`config.mk`:
```
export PLATFORM = sky130hd
export DESIGN_NAME = restoring_divider
export DESIGN_NICKNAME = d
export VERILOG_FILES = /design/src/rtl/restoring_divider.sv
export SDC_FILE = /design/constraint.sdc
export NUM_CORES = 1
export LEC_CHECK = 0
export ABC_CLOCK_PERIOD_IN_PS = 2600
export CORE_ASPECT_RATIO = 0.7
export CORE_MARGIN = 3
export CORE_UTILIZATION = 42
export CTS_CLUSTER_DIAMETER = 80
export DETAILED_ROUTE_END_ITERATION = 12
export GPL_ROUTABILITY_DRIVEN = 0
export PLACE_DENSITY = 0.67
export SLEW_MARGIN = 10
export SYNTH_ARGS = -nofsm -noshare
export SYNTH_HDL_FRONTEND = slang
export SYNTH_SLANG_ARGS = --single-unit
```
`constraint.sdc`:
```
create_clock -name Clk -period 2.6 [get_ports Clk]
set_input_delay 0.52 -clock Clk [delete_from_list [all_inputs] [get_ports Clk]]
set_output_delay 0.52 -clock Clk [all_outputs]
set_load 0.02 [all_outputs]
```
`src/rtl/restoring_divider.sv`:
```
// Sequential unsigned restoring divider: one shift-subtract step per clock,
// Run/Done handshake shared with the add-shift multiplier.
module restoring_divider #(
  parameter int WIDTH = 16
) (
  input  logic             Clk,
  input  logic             Reset,
  input  logic             Run,
  input  logic [WIDTH-1:0] Dividend,
  input  logic [WIDTH-1:0] Divisor,
  output logic [WIDTH-1:0] Quotient,
  output logic [WIDTH-1:0] Remainder,
  output logic             Busy,
  output logic             Done,
  output logic             DivByZero
);

  localparam int CW = (WIDTH > 2) ? $clog2(WIDTH) : 1;

  typedef enum logic [1:0] {
    S_IDLE,
    S_CALC,
    S_DONE
  } state_t;

  state_t           state;
  logic [WIDTH-1:0] q_reg;
  logic [WIDTH-1:0] d_reg;
  // The stored remainder is always below the divisor, so WIDTH bits suffice;
  // only the shifted trial value needs the extra bit.
  logic [WIDTH-1:0] r_reg;
  logic [CW-1:0]    cnt;

  logic [WIDTH:0]   r_shift;
  logic [WIDTH:0]   diff;
  logic [WIDTH-1:0] q_step;
  logic [WIDTH-1:0] r_step;
  logic             last_step;

  // NOTE: combinational logic uses blocking '=' with every output given a
  // value on every path, so no latch is inferred; state uses '<=' below.
  always_comb begin
    r_shift   = {r_reg, q_reg[WIDTH-1]};
    diff      = r_shift + ~{1'b0, d_reg} + 1'b1;
    q_step    = {q_reg[WIDTH-2:0], ~diff[WIDTH]};
    r_step    = diff[WIDTH] ? r_shift[WIDTH-1:0] : diff[WIDTH-1:0];
    last_step = (cnt == CW'(WIDTH - 1));
  end

  // NOTE: every register, including the datapath, is cleared by Reset so an
  // abandoned operation leaves no stale state behind.
  always_ff @(posedge Clk) begin
    if (Reset) begin
      state     <= S_IDLE;
      q_reg     <= '0;
      d_reg     <= '0;
      r_reg     <= '0;
      cnt       <= '0;
      Quotient  <= '0;
      Remainder <= '0;
      Busy      <= 1'b0;
      Done      <= 1'b0;
      DivByZero <= 1'b0;
    end else begin
      case (state)
        S_IDLE: begin
          if (Run) begin
            q_reg <= Dividend;
            d_reg <= Divisor;
            r_reg <= '0;
            cnt   <= '0;
            if (Divisor == '0) begin
              state     <= S_DONE;
              Done      <= 1'b1;
              Quotient  <= '1;
              Remainder <= Dividend;
              DivByZero <= 1'b1;
            end else begin
              state     <= S_CALC;
              Busy      <= 1'b1;
              DivByZero <= 1'b0;
            end
          end
        end

        S_CALC: begin
          q_reg <= q_step;
          r_reg <= r_step;
          cnt   <= cnt + 1'b1;
          if (last_step) begin
            state     <= S_DONE;
            Busy      <= 1'b0;
            Done      <= 1'b1;
            Quotient  <= q_step;
            Remainder <= r_step;
          end
        end

        S_DONE: begin
          if (!Run) begin
            state <= S_IDLE;
            Done  <= 1'b0;
          end
        end

        default: begin
          state <= S_IDLE;
          Busy  <= 1'b0;
          Done  <= 1'b0;
        end
      endcase
    end
  end

endmodule

```
; Word-level counts from Yosys, hierarchy flattened
; Index checks and enable logic that the tools add are counted.
; Widths: inputs -> output; s select.
[totals]
regBits = 89
elab_cells = 63
[classes]
n_addsub = 3
n_eq_ne = 8
n_mux = 30
bitwise_logic = 3
n_reduce_logical = 9
[op_table]
columns = op, n
row1 = $mux 16, 9
row2 = $pmux 16 s2, 4
row3 = $add 17x1->17 const B, 1
row4 = $add 17x17->17, 1
row5 = $not 16->17, 1
row6 = $logic_not 16->1, 1
row7 = $reduce_and 4->1, 3
row8 = $ne 2x2->1 const B, 5
row9 = $mux 1, 8
row10 = $mux 2, 4
row11 = $pmux 4 s2, 1
row12 = $pmux 1 s3, 2
row13 = $pmux 2 s3, 1
row14 = $add 4x1->4 const B, 1
row15 = $eq 4x4->1 const B, 1
row16 = $mux 4, 1
row17 = $reduce_and 2->1, 2
row18 = $reduce_and 3->1, 1
row19 = $eq 2x1->1 const B, 1
row20 = $eq 2x2->1 const B, 1
row21 = $logic_not 2->1, 1
row22 = $not 1->1, 2
row23 = $reduce_bool 2->1, 1

; Depth between registers and ports, before layout
; Gate-level depths: netlist of the first run.
[depth]
depth_word = 6
ltp_mapped = 11
depth_no_buf = 10

; Worst setup path after synthesis of the first run
; OpenSTA, ideal clock, no wires.
[synth_path]
path_kind = reg2reg
from = register q_reg[15]
to = register Remainder[10]
arrival_time_ps = 2441
required_time_ps = 2465
setup_slack_ps = 24
stages_incl_launch_ff = 12
path_buffers = 1
synth_period_minus_slack_ps = 2576
path_cell_list = dfxtp_1 > inv_1 > ha_1 > fa_1 > nand2b_1 > a21oi_1 > o21ai_2 > a211o_4 > buf_6 > and4_4 > a211oi_2 > o41ai_2
[synth_via]
elab_chain_cells = 5
[synth_rtl]
columns = item, line_no
row1 = from (decl), 27  ; logic [WIDTH-1:0] q_reg;
row2 = from (signal assigned), 68  ; q_reg <= Dividend;
row3 = from (signal assigned), 87  ; q_reg <= q_step;
row4 = $add 17x17->17, 44  ; diff = r_shift + ~{1'b0, d_reg} + 1'b1;
row5 = $add 17x1->17, 44
row6 = $mux 16, 46  ; r_step = diff[WIDTH] ? r_shift[WIDTH-1:0] : diff[WIDTH-1:0];
row7 = $mux 16, 90  ; if (last_step) begin
row8 = $pmux 16 s2, 65  ; case (state)
row9 = to (signal assigned), 76  ; Remainder <= Dividend;
row10 = to (signal assigned), 95  ; Remainder <= r_step;
row11 = to (decl), 12  ; output logic [WIDTH-1:0] Remainder,
; Every way passes these cells. The select of a mux whose other input is x is not followed.
; A chain may end at the register's enable or synchronous reset.

; Final worst setup path of the first run
[layout_path]
from = register d_reg[0]
to = register Remainder[8]
[layout_via]
elab_chain_cells = 6
[layout_rtl]
columns = item, line_no
row1 = from (decl), 28  ; logic [WIDTH-1:0] d_reg;
row2 = from (signal assigned), 69  ; d_reg <= Divisor;
row3 = $not 16->17, 44
row4 = $add 17x17->17, 44
row5 = $add 17x1->17, 44
row6 = $mux 16, 46
row7 = $mux 16, 90
row8 = $pmux 16 s2, 65
; Every way passes these cells. The select of a mux whose other input is x is not followed.

==> results of run 1 <==
critical path: stages (launching register included):
cell,delay (ns)
dfxtp_1,0.36
ha_4,0.18
fa_2,0.36
nand2b_4,0.16
a21oi_4,0.19
o21ai_4,0.10
a211o_4,0.41
nand3_2,0.28
a211oi_2,0.13
o41ai_2,0.31
stage by stage:
stage / hold WS (ns) / worst slack [ns] / setup TNS, ns / power (mW)
5_1_grt: 0.477 / -0.0794 / -0.685 / 5.91
3_3_place_gp: 0.447 / -0.0437 / -0.296 / 3.65
2_1_floorplan: 0.436 / 0.0243 / 0 / 3.12
4_1_cts: 0.458 / 0.000502 / 0 / 5.21
6_report: 0.461 / 0.0129 / 0 / 5.65
3_5_place_dp: 0.450 / -0.158 / -1.60 / 3.69
power by group:
part           leakage (nW)  switching [mW]  internal [mW]
combinational          1.46            1.55           1.17
clock                 0.146           0.537          0.770
sequential            0.729           0.116           1.50
total                  2.33            2.20           3.44
placed cells by master (no fill, tap or decap), types with 11 or more instances in the layout:
master           synthesis  routed
a311oi_1                15      15
nor2_1                  64      63
clkdlybuf4s50_1          0      68
inv_1                   23      22
dfxtp_1                 89      84
nand3b_1                11      11
buf_4                    0      25
a21oi_1                 43      42
o21ai_0                 13      12
nand2_1                 86      85
a211oi_1                26      22
nand2b_1                12      11
worst min path at each step:
| stage | to | slack (ns) | cells past startpoint |
|---|---|---|---|
| after floorplan | d_reg[10]$_SDFFE_PP0P_ | 0.44 | 2 |
| after global placement | d_reg[13]$_SDFFE_PP0P_ | 0.45 | 2 |
| after detailed placement | d_reg[13]$_SDFFE_PP0P_ | 0.45 | 2 |
| after CTS | d_reg[13]$_SDFFE_PP0P_ | 0.46 | 2 |
| after global routing | d_reg[13]$_SDFFE_PP0P_ | 0.48 | 2 |
| final | d_reg[7]$_SDFFE_PP0P_ | 0.46 | 2 |
repair_timing:
item,4_1_cts,5_1_grt
endpoints found under the setup margin,23,33
pin swaps,6,14
gates resized for setup,12,43
cloned,3,2
hold buffers,0,0
buffers inserted,2,4
kinds of logic (layout without fill, tap and decap cells):
group           count (synthesis)  in the layout  synth area share (%)
flops                          89             89                  38.0
simple gates                  223            225                  23.0
xor+xnor                       14             14                  2.61
compound gates                158            160                  25.3
mux                             3              3                 0.640
buf+inv                        62            139                  5.44
fa+ha+maj                      18             18                  4.96
layer usage:
layer | wire [um] | track usage, % | share of wire, % | vias up
met1 | 7020 | 32.6 | 49 | 2174
li1 | - | - | - | 2228
met5 | 0 | 0 | 0 | -
met2 | 6180 | 31.4 | 43 | 193
met4 | 240 | 5.71 | 1.7 | 0
met3 | 981 | 4.53 | 6.8 | 28
area by class of cell:
| cell class | instances | area (sq um) |
|---|---|---|
| sequential | 89 | 1790 |
| clock buffer | 11 | 243 |
| timing repair buffer | 101 | 1000 |
| clock inverter | 4 | 52.6 |
| fill | 932 | 4250 |
| multi-input combinational | 420 | 3020 |
| inverter | 23 | 86.3 |
| tap | 148 | 185 |
==> results.md, run 1 <==
* Synth area leader: dfxtp_1
* Final hold violations at 0
* Finished Core Util at 60.0%
* Crit path to: Remainder[8]$_SDFFE_PP0P_
* Area grow syn2layout at 35.9%
* Detailed Place HPWL at 9.84 mm
* Worst r2r src: d_reg[0]$_SDFFE_PP0P_
* Cell Area, Synth at 0.00469 sq mm
* R2R Setup Slk at 0.01 ns
* Top Ports at 70
* First-pass GRT wire length at 22.0 mm
* Placed cell count at 770
* Crit path max fanout at 5
* Global route total overflow at 0
* Effective utilization at floorplan at 44.1%
* CP Class: flop to flop
* Warnings, synthesis at 0
* Total GRT Usage at 21.7%
* Final instance area at 0.00638 sq mm
* Pwr dens at 886 mW/mm^2
* Synth top area share at 38.0%
* Fin crit share at 99.5%
* Commonest cells post-synth: dfxtp_1, nand2_1, nor2_1
* DRC at 0
* Die Y at 94.4 um
* Clock root buffer master: clkbuf_16
* Post-synth cell types at 62
* Diodes inserted at 0
* Slew of the pin with the lowest slew margin at 1.12 ns
* Setup violations, final at 0
* Via density at 5.81
* Site row count at 31
* Fraction of registers with async set/reset at 0%
* Initial antenna violation count at 0
* Critical path required time at 2.84 ns
* Worst hold path type: flop to flop
* DP Area at 0.00564 sq mm
* Clock transition at path regs at 0.06 ns
* Die W at 132 um
* Skew final at 0.00756 ns
* Min Tclk post-route at 2.59 ns
* Post-synth EDFFs at 0
* Number of global-route vias before repair at 4,259
* Via count at 4,623
* Clock buffer depth at 2
* Detailed router's first-iteration violation count at 388
* Die area at 0.0125 sq mm
* Status: complete, no violations
* Worst reg2reg path depth at 9
* Mean Syn Cell Area at 8.28 sq um
* Drt first pass iters at 5
* Final Max Slew Viols at 0
* Worst EP arrival at 2.82 ns
* Synth Instances at 567
* Max_cap viols at 0
* Core Region at 0.0106 sq mm
* Sequential element share of the synthesized area at 38.0%
* Leakage at 2.33 nW
* RSZ-0062 raised after global routing: true
* Top-count cell post-synth: dfxtp_1
* Startpoint types: flop
* Relative max-transition margin at 25.3%
* Fmax achieved at 0.387 GHz
* Port Buffers at 69
* CTS Buf Count at 9
* Worst setup path start: d_reg[0]$_SDFFE_PP0P_
* CP Capture Type: flop
* Worst skew pair latency at 0.33 ns
* CTS tree: yes
* Non-Filler Instances at 796
* Hold Crit Start: d_reg[7]$_SDFFE_PP0P_
* Peak VDD IR at 0.000422 V
* Post-synth top flop: dfxtp_1
* Syn_nets at 620
* Nets at 697
* Largest net degree at the start of global routing at 53
* H-tree depth at 3
* Detailed-route wire length per cell at 18.1 um
* Routed Antenna Nets at 0
* Area contributors post-synth: dfxtp_1, nand2_1, nor2_1
* Terminus of the critical flop-to-flop path: Remainder[8]$_SDFFE_PP0P_
* Post-Route WL at 14.4 mm
* Num Clock Sinks at 89
* Layout cells sized above 1 at 17.7%
* FF+latch count, synth at 89
Note: power is estimated with default switching activity, not from simulation.
==> run 2: changes to the inputs <==
CORE_UTILIZATION = 40   (was 42)
PLACE_DENSITY = not set   (was 0.67)
==> run 2 against run 1 <==
  * Setup slack lost 0.014 ns
  * Largest power group unchanged
  * Utilization shrank 1.8 points
  * Worst hold slack lost 0.0059 ns
  * The run now ends with setup timing left
  * Critical endpoint is now Remainder[11]$_SDFFE_PP0P_
  * Die area grew 4.7%
  * Largest cell class unchanged
  * Final area grew 2.3%
  * Sequential share of layout area shrank 0.47 points
  * Critical path type unchanged
  * Clock skew grew 0.0012 ns
==> results.md, run 2 (synthesis gave the netlist of run 1 again) <==
* Status: finished with violations
* Failing checks: setup timing
* Slew of the pin with the lowest slew margin at 1.13 ns (+0.0107 ns)
* Pwr dens at 889 mW/mm^2 (+0.42%)
* Number of global-route vias before repair at 4,284 (+0.59%)
* Post-Place Worst Slack at -0.183 ns (-0.0247 ns)
* Top Ports at 70 (unchanged)
* Total GRT Usage at 21.6% (-0.13 points)
* Die area at 0.0131 sq mm (+4.7%)
* Effective utilization at floorplan at 41.9% (-2.3 points)
* Commonest non-fill, non-tap cell in the layout: nand2_1
* Placed cell count at 781 (+1.4%)
* CTS Buf Count at 9 (unchanged)
* Largest net degree at the start of global routing at 39 (-26%)
* Die W at 135 um (+2.4%)
* Layout cells sized above 1 at 22.4% (+4.7 points)
* Max_cap viols at 0 (unchanged)
* Core Region at 0.0112 sq mm (+5.5%)
* Crit path max fanout at 8 (+3)
* Detailed router's first-iteration violation count at 379 (-2.3%)
* Most frequent cells in the layout: nand2_1, dfxtp_1, clkdlybuf4s50_1, nor2_1, a21oi_1
* DP Area at 0.00568 sq mm (+0.69%)
* Hold_buf cts at 0 (unchanged)
* Diodes inserted at 0 (unchanged)
* Post-Route WL at 14.8 mm (+2.5%)
* Detailed Place HPWL at 10.3 mm (+5.0%)
* Site row count at 32 (+3.2%)
* Initial antenna violation count at 0 (unchanged)
* RSZ-0062 raised after global routing: true
* CP Class: flop to flop
* Relative max-transition margin at 24.4% (-0.87 points)
* H-tree depth at 3 (unchanged)
* Setup ws final at -0.00150 ns (-0.0144 ns)
* Skew final at 0.00875 ns (+0.00119 ns)
* Setup violations, final at 1 (+1)
* First-pass GRT wire length at 22.7 mm (+3.2%)
* Global routing usage on met1 at 33.7% (+1.2 points)
* Via density at 5.71 (-1.7%)
* Global route total overflow at 0 (unchanged)
* Routed Antenna Nets at 0 (unchanged)
* Detailed-route wire length per cell at 18.1 um (-0.12%)
* Worst EP arrival at 2.84 ns (+0.02 ns)
* Area grow syn2layout at 39.0%
* Via count at 4,664 (+0.89%)
* Non-Filler Instances at 817 (+2.6%)
* Critical path required time at 2.84 ns (about the same)
* CP Capture Type: flop
* Final Max Slew Viols at 0 (unchanged)
* GR Util met3 at 4.52% (about the same)
* Fillers at 1,011 (+8.5%)
* DRC at 0 (unchanged)
* Nets at 713 (+2.3%)
* Num Clock Sinks at 89 (unchanged)
* Busiest layer in global routing: met1
* Drt first pass iters at 5 (unchanged)
* Clock root buffer master: clkbuf_16
* CTS tree: yes
* Peak VDD IR at 0.000447 V (+5.8%)
* Min Tclk post-route at 2.60 ns (+0.0144 ns)
* Port Buffers at 69 (unchanged)
* Worst hold path type: flop to flop
* Clock buffer depth at 2 (unchanged)
* Worst skew pair latency at 0.34 ns (about the same)
* Clock transition at path regs at 0.06 ns (about the same)
* Fmax achieved at 0.384 GHz (-0.55%)
* Startpoint types: flop
* Final hold violations at 0 (unchanged)
* Fin crit share at 100% (+0.55 points)
* Die Y at 96.6 um (+2.3%)
* Final instance area at 0.00652 sq mm (+2.3%)
* Finished Core Util at 58.2% (-1.8 points)
* Met2 Use GR at 30.5% (-0.94 points)
* Leakage at 2.39 nW (+2.5%)
[run 2: layer usage]
metal,wire length (um),vias up
met5,0,-
met4,119,0
met3,899,10
met2,6410,144
met1,7360,2251
li1,-,2259
[run 2: worst paths after layout]
check / from / endpoint / slack, ns / depth (start not counted)
setup reg to reg: r_reg[12]$_SDFFE_PP0P_ / Remainder[11]$_SDFFE_PP0P_ / -0.002 / 9
setup / recovery: r_reg[12]$_SDFFE_PP0P_ / Remainder[11]$_SDFFE_PP0P_ / -0.002 / 9
hold reg to reg: d_reg[14]$_SDFFE_PP0P_ / d_reg[14]$_SDFFE_PP0P_ / 0.45 / 2
hold / removal: d_reg[14]$_SDFFE_PP0P_ / d_reg[14]$_SDFFE_PP0P_ / 0.45 / 2
[run 2: metrics by stage]
| step | total power, mW | hold slack [ns] | setup TNS, ns |
|---|---|---|---|
| after floorplan | 3.12 | 0.436 | 0 |
| after global placement | 3.74 | 0.444 | -0.516 |
| after detailed placement | 3.77 | 0.451 | -2.76 |
| after CTS | 5.17 | 0.460 | 0 |
| after global routing | 6.09 | 0.472 | -0.715 |
| final | 5.80 | 0.455 | -0.00150 |
[run 2: power breakdown]
part	internal (mW)	switching (mW)	total (mW)
Clock	0.644	0.553	1.20
Combinational	1.38	1.61	2.99
Sequential	1.50	0.116	1.62
[run 2: final cells by class]
type	instances	area [sq um]	share of cell area (%)
Clock buffer	9	225	3.45
Clock inverter	6	43.8	0.672
Inverter	23	88.8	1.36
Multi-Input combinational cell	420	3050	46.8
Sequential cell	89	1800	27.6
Tap cell	153	191	2.94
Timing Repair Buffer	117	1120	17.2
[run 2: worst max-delay path, stage by stage, from the launching register on]
cell and delay [ns]:
dfxtp_4 0.36, ha_4 0.26, a21o_1 0.20, a221oi_4 0.31, o21a_1 0.23, buf_6 0.13, a211o_4 0.17, nand3_4 0.20
mux2i_4 0.29, a2111oi_4 0.34
[run 2: what timing repair did]
item	4_1_cts	5_1_grt
pin swaps	5	24
setup buffers	2	14
endpoints found under the setup margin	30	33
gates resized for setup	16	67
cloned	3	2
